--- config.mk ---
export PLATFORM = sky130hd
export DESIGN_NAME = alsu_ctrl
export DESIGN_NICKNAME = d
export VERILOG_FILES = /design/src/rtl/alsu_ctrl.sv
export SDC_FILE = /design/constraint.sdc
export NUM_CORES = 1
export LEC_CHECK = 0
export CORE_UTILIZATION = 35
export DETAILED_ROUTE_END_ITERATION = 8
export PLACE_DENSITY = 0.69
export SLEW_MARGIN = 20
export SYNTH_ARGS = -nofsm -noshare
export SYNTH_HDL_FRONTEND = slang
export SYNTH_SLANG_ARGS = --single-unit
--- constraint.sdc ---
create_clock -name clk -period 2.2 [get_ports clk]
set_input_delay 0.66 -clock clk [delete_from_list [all_inputs] [get_ports clk]]
set_output_delay 0.66 -clock clk [all_outputs]
set_load 0.01 [all_outputs]
--- src/rtl/alsu_ctrl.sv ---
`default_nettype none
// ============================================================================
// Module   : alsu_ctrl
// Purpose  : Issue/collect controller for the 8-bit combinational ALSU.
//            Accepts a request, drives registered select/operands to the
//            ALSU, optionally re-runs the operation with the result fed
//            back as operand A, and returns the final result and flags.
// Options  : ALSU_CTRL_STICKY_FLAGS_EN - when defined, the response flags
//            are the OR of the carry/overflow flags over all iterations;
//            otherwise they are the flags of the final iteration.
// Revision : 1.0 - initial release
// ============================================================================
module alsu_ctrl #(
   parameter int WIDTH = 8,
   parameter int CNT_W = 3
) (
   input  logic             clk,
   input  logic             rst_n,
   // request channel
   input  logic             req_valid,
   output logic             req_ready,
   input  logic [3:0]       req_op,
   input  logic [WIDTH-1:0] req_a,
   input  logic [WIDTH-1:0] req_b,
   input  logic             req_cin,
   input  logic [CNT_W-1:0] req_cnt,
   // ALSU drive
   output logic [WIDTH-1:0] alsu_a,
   output logic [WIDTH-1:0] alsu_b,
   output logic             alsu_cin,
   output logic [3:0]       alsu_s,
   // ALSU sample
   input  logic [WIDTH-1:0] alsu_f,
   input  logic             alsu_cout,
   input  logic             alsu_ovf,
   // response channel
   output logic             rsp_valid,
   input  logic             rsp_ready,
   output logic [WIDTH-1:0] rsp_f,
   output logic             rsp_cout,
   output logic             rsp_ovf
);

   typedef enum logic [1:0] {
      IDLE = 2'd0,
      EXEC = 2'd1,
      RESP = 2'd2
   } state_t;

   state_t           state;
   state_t           state_nxt;
   logic [CNT_W-1:0] iter;
   logic             accept;
   logic             last_iter;
   logic             fin_cout;
   logic             fin_ovf;

   // req_ready is decoded from state only; no path from req_valid
   assign req_ready = (state == IDLE);
   assign accept    = req_valid && req_ready;
   assign last_iter = (iter == '0);

`ifdef ALSU_CTRL_STICKY_FLAGS_EN
   logic sticky_cout;
   logic sticky_ovf;

   // Accumulate flags over the iterations of the current operation
   always_ff @(posedge clk or negedge rst_n) begin
      if (!rst_n) begin
         sticky_cout <= 1'b0;
         sticky_ovf  <= 1'b0;
      end else if (accept) begin
         sticky_cout <= 1'b0;
         sticky_ovf  <= 1'b0;
      end else if (state == EXEC) begin
         sticky_cout <= sticky_cout | alsu_cout;
         sticky_ovf  <= sticky_ovf  | alsu_ovf;
      end
   end

   // The final iteration's flags are folded in as they are sampled
   assign fin_cout = sticky_cout | alsu_cout;
   assign fin_ovf  = sticky_ovf  | alsu_ovf;
`else
   assign fin_cout = alsu_cout;
   assign fin_ovf  = alsu_ovf;
`endif

   // State register
   always_ff @(posedge clk or negedge rst_n) begin
      if (!rst_n) begin
         state <= IDLE;
      end else begin
         state <= state_nxt;
      end
   end

   // Next-state decode
   always_comb begin
      state_nxt = state;
      case (state)
         IDLE: if (req_valid)  state_nxt = EXEC;
         EXEC: if (last_iter)  state_nxt = RESP;
         RESP: if (rsp_ready)  state_nxt = IDLE;
         default:              state_nxt = IDLE;
      endcase
   end

   // Operand/select registers, iteration counter and response registers
   always_ff @(posedge clk or negedge rst_n) begin
      if (!rst_n) begin
         alsu_a    <= '0;
         alsu_b    <= '0;
         alsu_cin  <= 1'b0;
         alsu_s    <= 4'd0;
         iter      <= '0;
         rsp_valid <= 1'b0;
         rsp_f     <= '0;
         rsp_cout  <= 1'b0;
         rsp_ovf   <= 1'b0;
      end else begin
         case (state)
            IDLE: begin
               if (req_valid) begin
                  alsu_a   <= req_a;
                  alsu_b   <= req_b;
                  alsu_s   <= req_op;
                  alsu_cin <= req_cin;
                  iter     <= req_cnt;
               end
            end
            EXEC: begin
               if (!last_iter) begin
                  // feed the result back for the next pass; B/S/cin held
                  alsu_a <= alsu_f;
                  iter   <= iter - CNT_W'(1);
               end else begin
                  rsp_f     <= alsu_f;
                  rsp_cout  <= fin_cout;
                  rsp_ovf   <= fin_ovf;
                  rsp_valid <= 1'b1;
               end
            end
            RESP: begin
               if (rsp_ready) begin
                  rsp_valid <= 1'b0;
               end
            end
            default: begin
               rsp_valid <= 1'b0;
            end
         endcase
      end
   end

endmodule
`default_nettype wire

==> metrics.txt, run 1 <==
status finished clean; Port Buffers 70; PwrDens 1450 mW/mm^2; CP max-delay cell clkdlybuf4s50_1; first-pass GRT wire length 5480 um; layout cells sized above 1 28.6%; final number of setup-violating endpoints 0; IO Pins 71; vias per std cell 4.87; Clock Latency Late Sink 280 ps; DR iter-0 viols 56; Setup Skew 5.07 ps; Sw Share 31.1%; initial antenna violation count 0; Ys Warns 0; fmax 482 MHz; total die area 0.00474 mm^2; pre-CTS setup slack 66.0 ps; VDD IR max 0.000700 V; final WL 3440 um; Setup WS post-layout 124 ps; Starting Density 37.7%; clock power share 13.3%; Avg Cell Area, Syn 14.5 um^2; Pleak 1.03 nW; Cell Int Power 2.42 mW; synthesized instance count 108; drt first pass iters 2; Logic pwr share 52.0%; Period minus WS final 2080 ps; Post-CTS Setup Inserts 0; GRT met3 Usage 6.41%; Pwr Total 3.51 mW; diodes inserted 0; r2r setup slk 420 ps; Core ar. 0.00414 mm^2; register share of total power 34.7%; # clock sinks 37; Max-Cap Viols 0; largest family of logic cells by synthesized area multiplexers; Layout fillers 335; XOR/XNOR share of the synthesized area 0%; CP endpoint kind output pin; sequential-to-total area share from yosys stat 59.2%; Worst Max-Slew Pin Slew 504 ps; setup TNS 0 ps; Final period util 94.4%; final core occ 58.4%; routability cong. 0.740; library cells used by synthesis 18; sw power 1.09 mW; die height 68.8 um; cts hold-fix bufs 0; Die X 68.8 um; worst min path class input pin to async pin; H-tree depth reported by CTS 2; placed insts 228; fin nets 225; post_cts resized 0; GR Overflow Total 0; Slew Viols, Final 0; syn_nets 148; crit path max fanout 8; critical-path cell list nor2_1 > clkdlybuf4s50_1; RSZ-0062 raised after global routing no; Post-Synth Simple-Gate Area 3.84%; critical path depth 2; Site Rows 23; critical path buffer and inverter count 1; reg-to-reg endpoint alsu_a[4]; Global Route Usage Sum 16.7%; CTS Buf Count 5; Synth Cell Area 0.00156 mm^2; critical path's largest stage delay 540 ps; Critical Path AT 1420 ps; Slew Limit Headroom 66.3%; CTS tree yes; Worst-path clk slew 70 ps; DPL Wire Length 2570 um; area grow syn2layout 54.8%; Worst Reg-to-Reg Cells 6; busiest grt layer met2; post-route ant nets 0; Max Buffers Root-to-Sink 2; synthesis-stage register bit count 37; routing usage on met1 17.7%; Final Hold Vio Count 0; area fraction in compound gates after synthesis 2.24%; share of the synthesized area in the top cell type 59.2%; vias in the first global route 1,197; largest area contributor in the netlist dfrtp_1; Wirelength per Cell 14.6 um; # DRC 0; CTS root buffer clkbuf_8; Non-Filler Instances 235; crit path launch type flip-flop; top post-synthesis cells by area dfrtp_1 (59%), mux2_2 (28%), mux2i_1 (1.9%); Synth Area in Adders 1.60%; Reg2Reg Launch Point iter[0]; critical path capture point req_ready; largest net degree at the start of global routing 38; Critical path origin state[1]; CP top delay family buffers and inverters; mux cell area share after synthesis 30.0%; kind of critical path flip-flop to output pin; met2 GRT Util 28.9%; DR vias 1,144; CP required 1540 ps
sequential cells by signal, summed over array words and instances, names as in the netlist:
name / flops
rsp_ovf: 1
iter: 3
rsp_valid: 1
alsu_b: 8
state: 2
alsu_s: 4
alsu_a: 8
alsu_cin: 1
rsp_cout: 1
rsp_f: 8
worst min path at each step:
stage                     slack [ps]  cells past startpoint   endpoint       from
after CTS                        430                      2   rsp_f[1]      rst_n
after detailed placement         490                      1  alsu_b[0]  alsu_b[0]
after floorplan                  360                      0  alsu_a[0]      rst_n
after global routing             470                      2   rsp_f[1]      rst_n
after global placement           490                      1   rsp_cout   rsp_cout
final                            410                      2   rsp_f[1]      rst_n
kinds of logic after synthesis:
logic type / count (synthesis)
AOI/OAI and AO/OA: 6
adders and majority gates: 2
buffers and inverters: 10
DFF: 37
muxes: 42
and+or+nand+nor: 11
cell usage in the layout, fill, tap and decap left out, drive strengths merged, types with 2 or more instances in the layout:
cell,instances
nor3b,2
mux2,39
mux2i,3
clkdlybuf4s50,69
dfrtp,37
nand2,4
ha,2
inv,5
clkbuf,7
o21ai,2
nor2,3
buf,6
worst reg2reg max path: stages (launching register included):
cell and delay [ps]:
dfrtp_1 350, inv_1 60, ha_1 200, ha_1 240
a211oi_2 230, buf_4 240, mux2_2 360
power groups by stage:
stage | Clock, mW | Sequential (mW) | Combinational, mW
floorplan | 0 | 1.36 | 0.815
global placement | 0 | 1.22 | 1.79
detailed placement | 0 | 1.23 | 1.85
CTS | 0.489 | 1.22 | 1.86
global route | 0.515 | 1.27 | 1.98
finish | 0.468 | 1.22 | 1.82
layer usage:
layer  wire length [um]  part of all wire, %
met2               1690                   49
met1               1350                   39
met5                  0                    0
met3                355                   10
met4                 52                  1.5
Yosys cell counts (all sizes together):
library cell / instances
inv: 5
a31oi: 1
nand3b: 1
ha: 2
a211oi: 1
buf: 5
mux2: 39
nor3b: 2
nor2: 3
mux2i: 3
o21ai: 2
dfrtp: 37
nor2b: 1
a21oi: 1
nand2: 4
o22ai: 1
layout make-up:
cell class	count	area, um^2	share of cell area (%)
flip-flops and latches	37	926	38.2
repair buffers	75	733	30.3
multi-input cells	61	594	24.5
clock buffers	7	86.3	3.57
well taps	50	62.6	2.58
inverters	5	18.8	0.775
through the flow:
stage                     instance area [um^2]  hold WS [ps]
after CTS                                 2420           429
after floorplan                           1560           364
final                                     2420           414
after global placement                    2330           485
after detailed placement                  2330           494
after global routing                      2420           466
Note: power is estimated with default switching activity, not from simulation.
==> inputs of run 2 (changes only) <==
--- a/config.mk
+++ b/config.mk
@@ -5,6 +5,7 @@
 export SDC_FILE = /design/constraint.sdc
 export NUM_CORES = 1
 export LEC_CHECK = 0
+export CAP_MARGIN = 40
 export CORE_UTILIZATION = 35
 export DETAILED_ROUTE_END_ITERATION = 8
 export PLACE_DENSITY = 0.69
==> results of run 2 <==
No change in the layout: final DEF, timing and power equal those of run 1.
